### src/rtl/fp32_pkg.sv
// Shared binary32 definitions for the FP datapath units (convert, add/sub, divide).
package fp32_pkg;

   localparam int FP32_EXP_W = 8;
   localparam int FP32_MAN_W = 23;
   localparam int FP32_BIAS  = 127;

   localparam logic [31:0] INT32_MAX = 32'h7FFF_FFFF;
   localparam logic [31:0] INT32_MIN = 32'h8000_0000;

   typedef enum logic [1:0] {
      ZERO   = 2'd0,
      NORMAL = 2'd1,
      INF    = 2'd2,
      NAN    = 2'd3
   } fp_class_e;

   // Per-operand flags carried down the pipeline beside the data.
   typedef struct packed {
      logic      sgn;
      fp_class_e cls;
      logic      ovf;
   } fp_flags_t;

   // Denormals are flushed, so they classify as ZERO.
   function automatic fp_class_e fp_classify(input logic [7:0] e, input logic [22:0] f);
      if (e == 8'd0)        return ZERO;
      else if (e == 8'hFF)  return (f == 23'd0) ? INF : NAN;
      else                  return NORMAL;
   endfunction

endpackage

### src/rtl/fp_shift_sticky.sv
// Combinational significand shifter: right shift with guard/sticky, or exact left shift.
module fp_shift_sticky
   import fp32_pkg::*;
(
   input  logic [23:0] mag_i,
   input  logic        left_i,
   input  logic [4:0]  amt_i,
   output logic [31:0] res_o,
   output logic        guard_o,
   output logic        sticky_o
);

   logic [63:0] rwide;
   logic [31:0] lres;

   always_comb begin
      // Bits shifted out land in the low word: bit 31 is guard, the rest fold into sticky.
      rwide = {8'd0, mag_i, 32'd0} >> amt_i;
      lres  = {8'd0, mag_i} << amt_i;
      if (left_i) begin
         res_o    = lres;
         guard_o  = 1'b0;
         sticky_o = 1'b0;
      end else begin
         res_o    = rwide[63:32];
         guard_o  = rwide[31];
         sticky_o = |rwide[30:0];
      end
   end

endmodule

### src/rtl/fp32_to_int32_conv.sv
// Pipelined binary32 -> int32 converter, RNE rounding, saturating; 6 clocks sample-to-q.
module fp32_to_int32_conv
   import fp32_pkg::*;
(
   input  logic        clk,
   input  logic        areset,
   input  logic [31:0] a,
   output logic [31:0] q
);

   // S1 capture
   logic [31:0] a_q;

   // S2 decode
   logic        sgn_d, left_d, ovf_d;
   fp_class_e   cls_d;
   logic [7:0]  e_d;
   logic [4:0]  amt_d;
   fp_flags_t   s2_flg_q;
   logic [23:0] s2_man_q;
   logic        s2_left_q;
   logic [4:0]  s2_amt_q;

   // S3 shift
   logic [31:0] sh_res;
   logic        sh_g, sh_st;
   fp_flags_t   s3_flg_q;
   logic [31:0] s3_mag_q;
   logic        s3_g_q, s3_st_q;

   // S4 round
   logic        inc_d;
   fp_flags_t   s4_flg_q;
   logic [31:0] s4_mag_q;

   // S5 negate
   fp_flags_t   s5_flg_q;
   logic [31:0] s5_val_q;
   logic        s5_big_q;

   // S6 saturate, then output register
   logic [31:0] res_d;
   logic [31:0] s6_res_q;
   logic [31:0] q_q;

   always_comb begin
      e_d   = a_q[30:23];
      sgn_d = a_q[31];
      cls_d = fp_classify(e_d, a_q[22:0]);
      // k >= 31 (e >= 158) cannot be represented except -2^31, which saturation yields anyway.
      ovf_d  = (cls_d == NORMAL) && (e_d >= 8'd158);
      left_d = (e_d >= 8'd151);
      // Right shifts past 25 leave only sticky, so clamp there to keep the shifter narrow.
      if (left_d)             amt_d = 5'(e_d - 8'd150);
      else if (e_d < 8'd125)  amt_d = 5'd25;
      else                    amt_d = 5'(8'd150 - e_d);
   end

   fp_shift_sticky u_shift (
      .mag_i    (s2_man_q),
      .left_i   (s2_left_q),
      .amt_i    (s2_amt_q),
      .res_o    (sh_res),
      .guard_o  (sh_g),
      .sticky_o (sh_st)
   );

   assign inc_d = s3_g_q & (s3_st_q | s3_mag_q[0]);

   always_comb begin
      res_d = s5_val_q;
      if (s5_flg_q.cls == NAN)
         res_d = INT32_MAX;
      else if (s5_flg_q.cls == ZERO)
         res_d = 32'd0;
      else if ((s5_flg_q.cls == INF) || s5_flg_q.ovf || s5_big_q)
         res_d = s5_flg_q.sgn ? INT32_MIN : INT32_MAX;
   end

   always_ff @(posedge clk) begin
      if (areset) begin
         a_q       <= '0;
         s2_flg_q  <= '0;
         s2_man_q  <= '0;
         s2_left_q <= 1'b0;
         s2_amt_q  <= '0;
         s3_flg_q  <= '0;
         s3_mag_q  <= '0;
         s3_g_q    <= 1'b0;
         s3_st_q   <= 1'b0;
         s4_flg_q  <= '0;
         s4_mag_q  <= '0;
         s5_flg_q  <= '0;
         s5_val_q  <= '0;
         s5_big_q  <= 1'b0;
         s6_res_q  <= '0;
         q_q       <= '0;
      end else begin
         a_q       <= a;
         s2_flg_q  <= '{sgn: sgn_d, cls: cls_d, ovf: ovf_d};
         s2_man_q  <= {1'b1, a_q[22:0]};
         s2_left_q <= left_d;
         s2_amt_q  <= amt_d;
         s3_flg_q  <= s2_flg_q;
         s3_mag_q  <= sh_res;
         s3_g_q    <= sh_g;
         s3_st_q   <= sh_st;
         s4_flg_q  <= s3_flg_q;
         s4_mag_q  <= s3_mag_q + {31'd0, inc_d};
         s5_flg_q  <= s4_flg_q;
         s5_val_q  <= s4_flg_q.sgn ? (~s4_mag_q + 32'd1) : s4_mag_q;
         s5_big_q  <= s4_mag_q[31];
         s6_res_q  <= res_d;
         q_q       <= s6_res_q;
      end
   end

   assign q = q_q;

endmodule

### config.mk
export PLATFORM = sky130hd
export DESIGN_NAME = fp32_to_int32_conv
export DESIGN_NICKNAME = d
export VERILOG_FILES = /design/src/rtl/fp32_pkg.sv /design/src/rtl/fp_shift_sticky.sv /design/src/rtl/fp32_to_int32_conv.sv
export SDC_FILE = /design/constraint.sdc
export NUM_CORES = 1
export LEC_CHECK = 0
export ABC_CLOCK_PERIOD_IN_PS = 2900
export CAP_MARGIN = 30
export CORE_UTILIZATION = 59
export DETAILED_ROUTE_END_ITERATION = 6
export PLACE_DENSITY = 0.79
export SKIP_CTS_REPAIR_TIMING = 1
export SYNTH_ARGS = -nofsm -noshare
export SYNTH_HDL_FRONTEND = slang
export SYNTH_SLANG_ARGS = --single-unit
### constraint.sdc
create_clock -name clk -period 2.9 [get_ports clk]
set_input_delay 0.58 -clock clk [delete_from_list [all_inputs] [get_ports clk]]
set_output_delay 0.58 -clock clk [all_outputs]
set_load 0.1 [all_outputs]
==> metrics <==
FF-to-FF path depth=7; period utilization=0.9124; largest family of logic cells by synthesized area=simple AND/OR/NAND/NOR gates; Synth Area in Adders=0.009391; die width=136.4 µm; initial antenna violation count=0; syn nets=1122; # diodes=0; Hold EP=s5_val_q[0]; post-synthesis cell count=1080; routability congestion estimate=0.9787; Std-Cell Rows=48; RSZ-0062 raised after global routing=false; layout cell share with drive strength beyond 1=0.1625; Rel. slew slack=0.3784; Clock Skews=0.01660 ns; remaining routing DRC violations=0; Worst-path clk slew=0.06 ns; Post-synth top cells=dfxtp_1 (241), nor2_1 (132), nor2b_1 (110), nand2_1 (58), a21oi_1 (54); fin nets=1184; cell area after synthesis=10660 µm²; DIE HEIGHT=136.4 µm; filler cell count=1279; leakage power=4.814 nW; post-synth top area share=0.4526; area grow syn2layout=15.68%; critical path launch point type=register; # clock sinks=241; simple-gate share of the synthesized area=0.1954; post-detailed-route wirelength per cell=18.42 µm; most frequent cell after synthesis=dfxtp_1; Tmin final=2.646 ns; global-route wire length before repair=40500 µm; critical path type=reg2reg; Hold Vio Cnt, Final=0; sequential share of the synthesized area=0.4526; HPWL after detailed placement=18360 µm; Top FF cell, synth=dfxtp_1; Max H-tree Level=1; io pins=66; Max Slew Vio Count=0; Worst-Skew Late Latency=0.52 ns; Vias=8216; die area=18610 µm²; vias per std cell=5.945; Worst Hold Class=in2reg; setup violators final=0; area leader, netlist=dfxtp_1; f_max=0.3779 GHz; Worst Setup End Kind=register; core area=17480 µm²; setup_tns=0 ns; #FFs+latches synth=241; PwrDens=588.6 nW/µm²; All-Layer GR Usage=0.2823; Worst VDD drop=0.0007053 V; syn avg cell area=9.869 µm²; post-synthesis mux area share=0.1553; GR Overflow Total=0; Worst Path Arrival=3.02 ns; drt pass-1 iters=5; hold path depth=2; Synth area leaders=dfxtp_1 (45%), mux4_2 (8.9%), nor2b_1 (6.5%); status=completed; setup slack, reg-to-reg=0.25 ns; reg2reg end=s3_st_q; Yosys cell types=68; min-delay src=areset; Req. time, crit path=3.27 ns; input/output buffers=65; TritonCTS clock tree=yes; largest net degree at the start of global routing=54; CTS Buf Count=23; crit path max fanout=24; Initial Utilization=0.6099; Clock Tree Buf Depth=3; xor-xnor portion of the synthesized cell area=0.04766; Max Cap Violations=0; post-layout util=0.7055; FFs w/ async S/R, synth=0; root buf cell=clkbuf_16; number of DRC markers in iteration 0=482; reg-to-reg startpoint=s2_amt_q[0]; final WL=25460 µm; EDFF count, synth=0; post-route ant nets=0; slew of the pin with the lowest slew margin=0.9324 ns; Synth Area in Compound Gates=0.1062; vias in the first global route=7838; synth warn=0
==> flip-flops by register name, summed over array words and instances (netlist names) <==
| name | flops |
|---|---|
| s4_flg_q | 4 |
| s5_val_q | 32 |
| s3_flg_q | 4 |
| s2_left_q | 1 |
| s2_flg_q | 4 |
| s5_flg_q | 4 |
| s6_res_q | 32 |
| q | 32 |
| s3_g_q | 1 |
| s4_mag_q | 32 |
| s3_mag_q | 32 |
| s5_big_q | 1 |
| s2_man_q | 24 |
| s2_amt_q | 5 |
| a_q | 32 |
| s3_st_q | 1 |
==> logic make-up (layout without fill, tap and decap cells) <==
family	count (synthesis)	in the layout
simple gates	405	405
mux	110	110
buf+inv	84	161
fa+ha+maj	8	8
xor+xnor	58	58
flops	241	241
compound gates	174	174
==> how the worst max path moves through the flow <==
stage	slack, ns	to	startpoint
4_1_cts	0.25	s3_st_q	s2_amt_q[0]
5_1_grt	0.08	s3_st_q	s2_amt_q[0]
3_3_place_gp	0.28	s3_st_q	s2_amt_q[0]
2_1_floorplan	0.72	s3_st_q	s2_amt_q[0]
3_5_place_dp	0.27	s3_st_q	s2_amt_q[0]
6_report	0.25	s3_st_q	s2_amt_q[0]
==> worst max-delay path: stages (launching register included) <==
cell and delay [ns]:
dfxtp_4 0.57, buf_4 0.26, mux4_2 0.54, mux2_2 0.30, mux2i_1 0.21, nand4_1 0.15, o41ai_2 0.36, a311oi_1 0.12
==> per-stage QoR <==
| step | instances | setup slack (ns) | power (mW) | hold slack [ns] | cell area (µm²) |
|---|---|---|---|---|---|
| finish | 1382 | 0.2539 | 7.257 | 0.4137 | 12330 |
| global route | 1382 | 0.08258 | 7.532 | 0.4049 | 12330 |
| CTS | 1381 | 0.2484 | 7.310 | 0.3981 | 12300 |
| detailed placement | 1341 | 0.2652 | 4.354 | 0.4250 | 11540 |
| global placement | 1341 | 0.2766 | 4.352 | 0.4155 | 11540 |
| floorplan | 1080 | 0.7201 | 4.095 | 0.4138 | 10660 |
==> area by class of cell <==
class | instances | area (µm²) | area share
Multi-Input combinational cell | 755 | 5499 | 0.4460
Sequential cell | 241 | 4830 | 0.3917
Timing Repair Buffer | 108 | 910.9 | 0.07387
Clock buffer | 30 | 643.1 | 0.05216
Tap cell | 225 | 281.5 | 0.02283
Clock inverter | 10 | 117.6 | 0.009538
Inverter | 13 | 48.80 | 0.003957
==> layer usage <==
| metal | wire length, µm | GRT usage |
|---|---|---|
| met5 | 0 | 0 |
| met4 | 1468 | 0.1580 |
| met3 | 1396 | 0.04064 |
| met2 | 13030 | 0.5135 |
| met1 | 9567 | 0.3135 |
==> where the power goes <==
part / internal [mW] / total, mW / switching (mW) / leakage (nW)
Sequential: 3.40 / 3.50 / 0.101 / 1.96
Combinational: 0.359 / 0.800 / 0.441 / 2.48
Clock: 1.75 / 2.96 / 1.21 / 0.377
Total: 5.51 / 7.26 / 1.75 / 4.81
==> placed cells by master, fill, tap and decap left out, types with 4 or more instances in the layout <==
cell type	instances
mux4_2	42
o22ai_1	18
a2bb2oi_1	5
nor2_1	132
a21oi_1	54
a22oi_1	4
and4_1	5
and2_1	10
o31ai_1	9
nand2_1	58
buf_4	75
inv_1	10
and3_1	5
nor3_1	11
or3_1	8
nor4_1	11
clkinv_2	6
clkbuf_16	24
xnor2_1	13
nand3_1	19
o41ai_1	8
clkdlybuf4s50_1	32
o21ai_1	13
o21ai_0	14
dfxtp_1	239
nand4_1	15
o22a_1	4
xor2_1	45
mux2i_1	45
nand2b_1	7
mux2_2	21
ha_1	8
nor2b_1	110
a31oi_1	4
a211oi_1	10
clkbuf_1	4
No activity file was read; power rests on OpenSTA's default activity.
